[src/rtl/fpr_cdb_arbiter.sv]
`default_nettype none
// ============================================================================
//  Module   : fpr_cdb_arbiter
//  Purpose  : Shares the single FPR common data bus among N_REQ floating-point
//             result producers (fmov, fadd, fmul, fdiv/fsqrt, fcvt). A unit is
//             granted combinationally. It loads its own result register on the
//             grant edge. The arbiter broadcasts {valid, tag, data} on the CDB
//             one cycle after the grant.
//  Ports    : clk        - clock, all state updates on posedge
//             reset      - asynchronous active-low reset
//             flush      - synchronous pipeline flush, blocks all grants
//             req_valid  - per-unit result available
//             req_tag    - per-unit ROB tag, qualified by req_valid
//             req_ready  - one-hot grant, combinational
//             req_data   - per-unit registered result, read the cycle after
//                          the grant
//             cdb_valid  - CDB broadcast valid
//             cdb_tag    - CDB broadcast tag
//             cdb_data   - CDB broadcast data
//             cdb_src    - index of the unit currently on the CDB
//  Options  : ARB_FIXED_PRIO_EN - when defined, arbitration uses fixed
//             priority (the lowest index wins) and the round-robin pointer is
//             removed.
//  Revision : 1.0 - initial release
// ============================================================================

// ROB_WIDTH normally arrives from common.vh. The fallback below keeps this
// file self-contained.
`ifndef ROB_WIDTH
`define ROB_WIDTH 6
`endif

module fpr_cdb_arbiter #(
   parameter int N_REQ  = 4,
   parameter int DATA_W = 32
) (
   input  logic                               clk,
   input  logic                               reset,
   input  logic                               flush,
   input  logic [N_REQ-1:0]                   req_valid,
   input  logic [N_REQ-1:0][`ROB_WIDTH-1:0]   req_tag,
   output logic [N_REQ-1:0]                   req_ready,
   input  logic [N_REQ-1:0][DATA_W-1:0]       req_data,
   output logic                               cdb_valid,
   output logic [`ROB_WIDTH-1:0]              cdb_tag,
   output logic [DATA_W-1:0]                  cdb_data,
   output logic [$clog2(N_REQ)-1:0]           cdb_src
);

   localparam int IDX_W = $clog2(N_REQ);
   localparam int ROB_W = `ROB_WIDTH;
   localparam logic [IDX_W-1:0] C_LAST_IDX = IDX_W'(N_REQ - 1);

   logic [IDX_W-1:0] w_start;
   logic [IDX_W-1:0] w_scan;
   logic [IDX_W-1:0] w_gnt_idx;
   logic             w_found;
   logic             w_hs;

   logic             r_pend_valid;
   logic [IDX_W-1:0] r_pend_idx;
   logic [ROB_W-1:0] r_pend_tag;

`ifdef ARB_FIXED_PRIO_EN
   // Fixed priority: the search always begins at unit 0 (fmov).
   assign w_start = '0;
`else
   logic [IDX_W-1:0] r_rr_ptr;

   assign w_start = r_rr_ptr;

   // The pointer moves just past the winner, so the winner becomes the lowest
   // priority next time. Flush and idle cycles leave it untouched.
   always_ff @(posedge clk or negedge reset) begin
      if (!reset) begin
         r_rr_ptr <= '0;
      end else if (w_hs) begin
         r_rr_ptr <= (w_gnt_idx == C_LAST_IDX) ? '0 : w_gnt_idx + 1'b1;
      end
   end
`endif

   // Circular search from w_start. The first valid request met wins.
   always_comb begin
      w_found   = 1'b0;
      w_gnt_idx = '0;
      w_scan    = '0;
      for (int k = 0; k < N_REQ; k++) begin
         w_scan = IDX_W'((int'(w_start) + k) % N_REQ);
         if (!w_found && req_valid[w_scan]) begin
            w_found   = 1'b1;
            w_gnt_idx = w_scan;
         end
      end
   end

   // Reset is folded in so that no unit sees a grant while the machine is
   // held in reset.
   assign w_hs = w_found && reset && !flush;

   always_comb begin
      req_ready = '0;
      if (w_hs) begin
         req_ready[w_gnt_idx] = 1'b1;
      end
   end

   // The grant register captures the tag now. The data is read next cycle
   // from the unit's own result register.
   always_ff @(posedge clk or negedge reset) begin
      if (!reset) begin
         r_pend_valid <= 1'b0;
         r_pend_idx   <= '0;
         r_pend_tag   <= '0;
      end else begin
         r_pend_valid <= w_hs;
         if (w_hs) begin
            r_pend_idx <= w_gnt_idx;
            r_pend_tag <= req_tag[w_gnt_idx];
         end
      end
   end

   // Tag, source and data keep their last values when idle, so the bus is
   // never driven with X.
   assign cdb_valid = r_pend_valid;
   assign cdb_tag   = r_pend_tag;
   assign cdb_src   = r_pend_idx;
   assign cdb_data  = req_data[r_pend_idx];

endmodule

`default_nettype wire

[config.mk]
export PLATFORM = sky130hd
export DESIGN_NAME = fpr_cdb_arbiter
export DESIGN_NICKNAME = d
export VERILOG_FILES = /design/src/rtl/fpr_cdb_arbiter.sv
export SDC_FILE = /design/constraint.sdc
export NUM_CORES = 1
export LEC_CHECK = 0
export BUFFER_PORTS_ARGS = -buffer_cell sky130_fd_sc_hd__buf_4
export CAP_MARGIN = 20
export CELL_PAD_IN_SITES_DETAIL_PLACEMENT = 0
export CELL_PAD_IN_SITES_GLOBAL_PLACEMENT = 1
export CORE_ASPECT_RATIO = 1.75
export CORE_MARGIN = 3
export CORE_UTILIZATION = 21
export CTS_BUF_LIST = sky130_fd_sc_hd__clkbuf_8
export DETAILED_ROUTE_END_ITERATION = 10
export GPL_ROUTABILITY_DRIVEN = 1
export PLACE_DENSITY = 0.9
export SYNTH_ARGS = -nofsm -noshare
export SYNTH_HDL_FRONTEND = slang
export SYNTH_SLANG_ARGS = --single-unit
export TNS_END_PERCENT = 5
[constraint.sdc]
create_clock -name clk -period 2.15 [get_ports clk]
set_clock_uncertainty 0.05 [all_clocks]
set_input_delay 0.3225 -clock clk [delete_from_list [all_inputs] [get_ports clk]]
set_output_delay 0.3225 -clock clk [all_outputs]
set_load 0.01 [all_outputs]
==> impl_results.md, run 1 <==
* CP Depth at 7
* Die Area at 0.008381 sq mm
* Post-Syn Nets at 282
* Slew @ Worst Pin at 406.6 ps
* Worst setup path class: flop to output pin
* Post-DP HPWL at 7.183 mm
* Register area at 276.5 sq um
* Grt total ovfl at 0
* Reg-to-Reg Start: r_rr_ptr[1]
* Reg2reg path depth at 7
* Ys async rst share at 100.0%
* Synthesized area at 0.001529 sq mm
* H-tree depth at 1
* Req. time, crit path at 1780 ps
* Share of layout cells above drive strength 1 at 77.78%
* Crit end category: output pin
* Global-route wire length before repair at 11.79 mm
* CTS root buf: clkbuf_8
* Largest cells by area after synthesis: mux4_2, dfrtp_1, mux2_1, o211a_1, o221ai_1
* Multi-input logic area at 0.001177 sq mm
* Antenna violations before repair at 0
* Antenna violation net count after detailed routing at 0
* Area grow syn2layout at 115.2%
* RSZ-0062 raised after global routing: no
* Final instance area at 0.003291 sq mm
* Worst skew pair latency at 240 ps
* Power per cell area at 677.0 mW/mm^2
* Most common cell in the netlist: mux4_2
* # clock sinks at 11
* Nets at 493
* Final hold vios at 0
* WL per Instance at 19.38 um
* Endpoints failing setup at 0
* Floorplan row count at 40
* Syn Area/Cell at 12.43 sq um
* YS warnings at 0
* Gpl congestion at 0.7958
* Crit path launch: r_rr_ptr[1]
* Max VDD drop at 0.3651 mV
* Vias in the first global route at 2105
* CP cell instances: nor2b_2 > o21ai_4 > nor3b_4 > buf_6 > nand2_1 > nor2_1 > buf_4
* CTS Buf Count at 3
* DRC viols at 0
* Setup crit end: req_ready[3]
* Crit start category: flop
* Yosys cell types at 32
* Ys flop type: dfrtp_1
* Minimum clock period at 2023 ps
* Post-synth EDFFs at 0
* Yosys reg bits at 11
* Dominant cell type by area after synthesis: mux4_2
* Leak at 1.623 nW
* Rel. slew slack at 72.90%
* Peak Freq at 494.2 MHz
* Initial Util at 21.98%
* Setup slack, reg-to-reg at 160 ps
* Outcome: complete, no violations
* Critical Path Max Stage Delay at 440 ps
* Sequential-to-total area share from yosys stat at 18.00%
* CP Max Fanout at 8
* Crit path DAT at 1650 ps
* Initial DRT Pass Iterations at 4
* Crit path buf inv count at 2
* Core Box Area at 0.006957 sq mm
* Die Y at 118.9 um
* MaxCap Viol Count at 0
* Via density per instance at 4.871
* Number of fill cells at 640
* Routed WL at 8.081 mm
* Max clock buf depth at 2
* Total global-route track usage at 18.24%
* Hold Path Class: input pin to flop
* IO Count at 204
* Tcrit/Tclk final at 94.12%
* Antenna diodes at 0
* Synth top area share at 47.14%
* Final Max Slew Viols at 0
* Hold Slack at 351.2 ps
* Largest net degree at the start of global routing at 27
* Routed via count at 2031
* Setup TNS Final at 0 ps
* CTS tree: built
* Max stage delay cell, worst path: dfrtp_1
* Top cells by count, synth: mux4_2, dfrtp_1, nand2_1, inv_1, nand2b_1
* Area after DPL at 0.003196 sq mm
* Cells after synthesis at 123
* Input/output buffers at 203
* Top delay family on crit path: simple AND/OR/NAND/NOR gates
* Die Wd at 70.50 um
* Initial DRC count at 56
* R2R Path End: cdb_tag[2]
* Clock Pin Slew Worst Setup and Hold Paths at 50 ps
worst reg2reg max path: stages (launching register included):
cell     delay [ps]
dfrtp_1         440
nor2b_2         200
o21ai_4         120
nor3b_4         200
buf_6           150
buf_4           160
mux2_1          340
o211a_1         210
per-layer routing:
metal | global-route usage (%) | vias up | wire length, um
met3 | 5.659 | 13 | 921
met1 | 18.81 | 962 | 2615
met5 | 0 | - | 0
met4 | 5.755 | 0 | 194
li1 | - | 924 | -
met2 | 34.10 | 132 | 4349
repair_timing:
action,4_1_cts,5_1_grt
hold buffers,1,0
gates resized for setup,0,3
setup endpoints to repair,0,4
endpoints found under the hold margin,11,0
buffers inserted,0,4
layout by cell type (no fill, tap or decap), types with 2 or more instances in the layout:
cell and count:
a21oi_1 2, buf_12 2, buf_4 212, clkbuf_8 3, dfrtp_1 10, inv_1 9
mux2_1 6, mux4_2 32, nand2_1 11, nand2b_1 7, nor2_1 5, o211a_1 6
o221ai_1 6
where the power goes:
| group | internal, mW | switching [mW] | leakage (nW) |
|---|---|---|---|
| clock | 0.126 | 0.0797 | 0.0269 |
| combinational | 1.01 | 0.656 | 1.47 |
| sequential | 0.275 | 0.0767 | 0.124 |
metrics by stage:
step	total power, mW	instances	utilization (%)	worst slack, ps
2_1_floorplan	1.201	123	-	223.7
3_3_place_gp	1.983	408	45.94	304.2
3_5_place_dp	2.008	408	45.94	246.3
4_1_cts	2.223	413	46.73	9.478
5_1_grt	2.362	417	47.30	14.79
6_report	2.228	417	47.30	126.5
layout make-up:
cell class                      instances  area share [%]
Tap cell                               84           3.194
Clock buffer                            3           1.255
Timing Repair Buffer                  216           50.23
Inverter                                9           1.027
Clock inverter                          1          0.1141
Multi-Input combinational cell         93           35.78
Sequential cell                        11           8.403
cell families after synthesis:
| family | synth area share, % |
|---|---|
| AND/OR/NAND/NOR | 13.75 |
| buffers and inverters | 5.400 |
| XOR/XNOR | 0.5729 |
| flip-flops | 18.00 |
| multiplexers | 51.55 |
| AO/OA/AOI/OAI | 10.72 |
worst min path at each step:
stage | startpoint | end | slack, ps | cells after the start
2_1_floorplan | reset | cdb_src[0] | -20 | 0
3_3_place_gp | reset | cdb_tag[5] | 240 | 2
3_5_place_dp | reset | cdb_tag[5] | 240 | 2
4_1_cts | flush | cdb_valid | 350 | 3
5_1_grt | flush | cdb_valid | 370 | 3
6_report | flush | cdb_valid | 350 | 3
flip-flops by register name, indices dropped and copies added, names as in the netlist:
name       count
cdb_tag        6
cdb_src        2
r_rr_ptr       2
cdb_valid      1
Note: power is estimated with default switching activity, not from simulation.
==> run 2: changes to the inputs <==
--- a/config.mk
+++ b/config.mk
@@ -11,11 +11,11 @@
 export CELL_PAD_IN_SITES_GLOBAL_PLACEMENT = 1
 export CORE_ASPECT_RATIO = 1.75
 export CORE_MARGIN = 3
-export CORE_UTILIZATION = 21
+export CORE_UTILIZATION = 23
 export CTS_BUF_LIST = sky130_fd_sc_hd__clkbuf_8
 export DETAILED_ROUTE_END_ITERATION = 10
 export GPL_ROUTABILITY_DRIVEN = 1
-export PLACE_DENSITY = 0.9
+export PLACE_DENSITY = 0.95
 export SYNTH_ARGS = -nofsm -noshare
 export SYNTH_HDL_FRONTEND = slang
 export SYNTH_SLANG_ARGS = --single-unit
==> constraint.sdc (replaced) <==
create_clock -name clk -period 2.51 [get_ports clk]
set_clock_uncertainty 0.05 [all_clocks]
set_input_delay 0.502 -clock clk [delete_from_list [all_inputs] [get_ports clk]]
set_output_delay 0.502 -clock clk [all_outputs]
set_load 0.01 [all_outputs]
==> run 2 against run 1 <==
Power fell by 18%. First-iteration DRC count is 8.9% higher. Count of clock-buffer cells in the layout unchanged. Sequential share of layout area rose by 0.19 points. Critical path type unchanged. Global-route usage shrank 0.84 points.
==> impl_results.md, run 2 (same netlist as run 1, synthesis figures left out) <==
* CTS Buf Count at 3
* Antenna diodes at 0
* Reg-to-Reg Start: r_rr_ptr[1]
* Input/output buffers at 203
* Core Box Area at 0.006324 sq mm
* Worst skew pair latency at 230 ps
* Max VDD drop at 0.2938 mV
* Nets at 487
* Reg2reg path depth at 6
* H-tree depth at 1
* Die Y at 113.9 um
* Routed via count at 1970
* DRC viols at 0
* IO Count at 204
* Area grow syn2layout at 110.5%
* Floorplan row count at 38
* Share of layout cells above drive strength 1 at 77.37%
* Max clock buf depth at 2
* Initial Util at 24.18%
* Crit start category: flop
* Final Max Slew Viols at 0
* Largest net degree at the start of global routing at 34
* Gpl congestion at 0.8604
* CTS tree: built
* Setup slack, reg-to-reg at 310 ps
* Most common cell after layout, fill and taps aside: buf_4
* Antenna violation net count after detailed routing at 0
* WL per Instance at 17.82 um
* Total global-route track usage at 17.40%
* Setup TNS Final at 0 ps
* Global-route wire length before repair at 10.18 mm
* Post-DP HPWL at 6.479 mm
* Req. time, crit path at 1960 ps
* Final hold vios at 0
* CTS root buf: clkbuf_8
* Peak Freq at 419.3 MHz
* Die Wd at 67.64 um
* Number of fill cells at 601
* Endpoints failing setup at 0
* Crit end category: output pin
* Leak at 1.589 nW
* Routed WL at 7.254 mm
* R2R Path End: cdb_tag[4]
* Initial DRC count at 61
* CTS hold repair buffers at 0
* Hold Path Class: input pin to async pin
* CP Max Fanout at 7
* # clock sinks at 11
* Worst setup path class: flop to output pin
* Most frequent cells in the layout: buf_4, mux4_2, nand2_1, dfrtp_1, inv_1
* Initial DRT Pass Iterations at 4
* Crit path DAT at 1830 ps
* Max FFs per register at 6
* Via density per instance at 4.840
* Slew @ Worst Pin at 413.0 ps
* Outcome: complete, no violations
* Vias in the first global route at 1985
* Clock Pin Slew Worst Setup and Hold Paths at 50 ps
* Tcrit/Tclk final at 95.01%
* Minimum clock period at 2385 ps
* Power per cell area at 569.6 mW/mm^2
* Total power draw at 1.833 mW
* Die Area at 0.007701 sq mm
* Grt total ovfl at 0
* RSZ-0062 raised after global routing: no
* Antenna violations before repair at 0
* MaxCap Viol Count at 0
* Rel. slew slack at 72.47%
==> run 2: worst max-delay path by stage <==
stage                       startpoint           end  slack, ps  depth (start not counted)
after floorplan            r_rr_ptr[1]  req_ready[3]        400                          6
after global placement    req_valid[0]  req_ready[3]        300                          7
after detailed placement  req_valid[3]    cdb_tag[5]        260                          7
after CTS                  r_rr_ptr[1]  req_ready[3]         90                          6
after global routing       r_rr_ptr[1]  req_ready[2]         40                          6
final                      r_rr_ptr[1]  req_ready[2]        130                          6
==> run 2: layout make-up <==
type	count	area, sq um	area share, %
clock buffer	3	41.29	1.283
clock inverter	1	3.754	0.1166
tap	80	100.1	3.110
timing repair buffer	210	1589	49.38
sequential	11	276.5	8.593
multi-input combinational	93	1174	36.47
inverter	9	33.78	1.050
==> run 2: what timing repair did <==
item,CTS,global route
gates resized for setup,0,1
setup buffers,0,2
setup endpoints to repair,0,1
==> run 2: where the power goes <==
group	switching (mW)	leakage [nW]	total, mW	internal, mW
Sequential	0.0552	0.124	0.291	0.236
Combinational	0.542	1.44	1.37	0.829
Clock	0.0636	0.0269	0.171	0.107
Total	0.661	1.59	1.83	1.17
==> run 2: through the flow <==
step	hold slack (ps)	utilization, %	instances	setup slack [ps]	cell area (sq um)
4_1_cts	52.46	50.61	405	88.22	3201
3_3_place_gp	302.0	49.90	401	301.9	3156
3_5_place_dp	303.0	49.90	401	259.7	3156
2_1_floorplan	156.4	-	123	404.2	1529
6_report	49.05	50.89	407	125.3	3218
5_1_grt	54.14	50.89	407	35.11	3218
==> run 2: per-layer routing <==
layer	track usage (%)	share of wire (%)	up-vias
li1	-	-	910
met1	16.65	31	913
met2	32.92	53	133
met5	0	0	-
met4	4.065	1.9	0
met3	7.094	15	14
==> run 2: worst max-delay path, stage by stage, from the launching register on <==
cell and delay [ps]:
dfrtp_1 450, nor2b_1 190, o21ai_4 200, nor3b_4 390, buf_4 180, nor3_1 40, buf_4 150
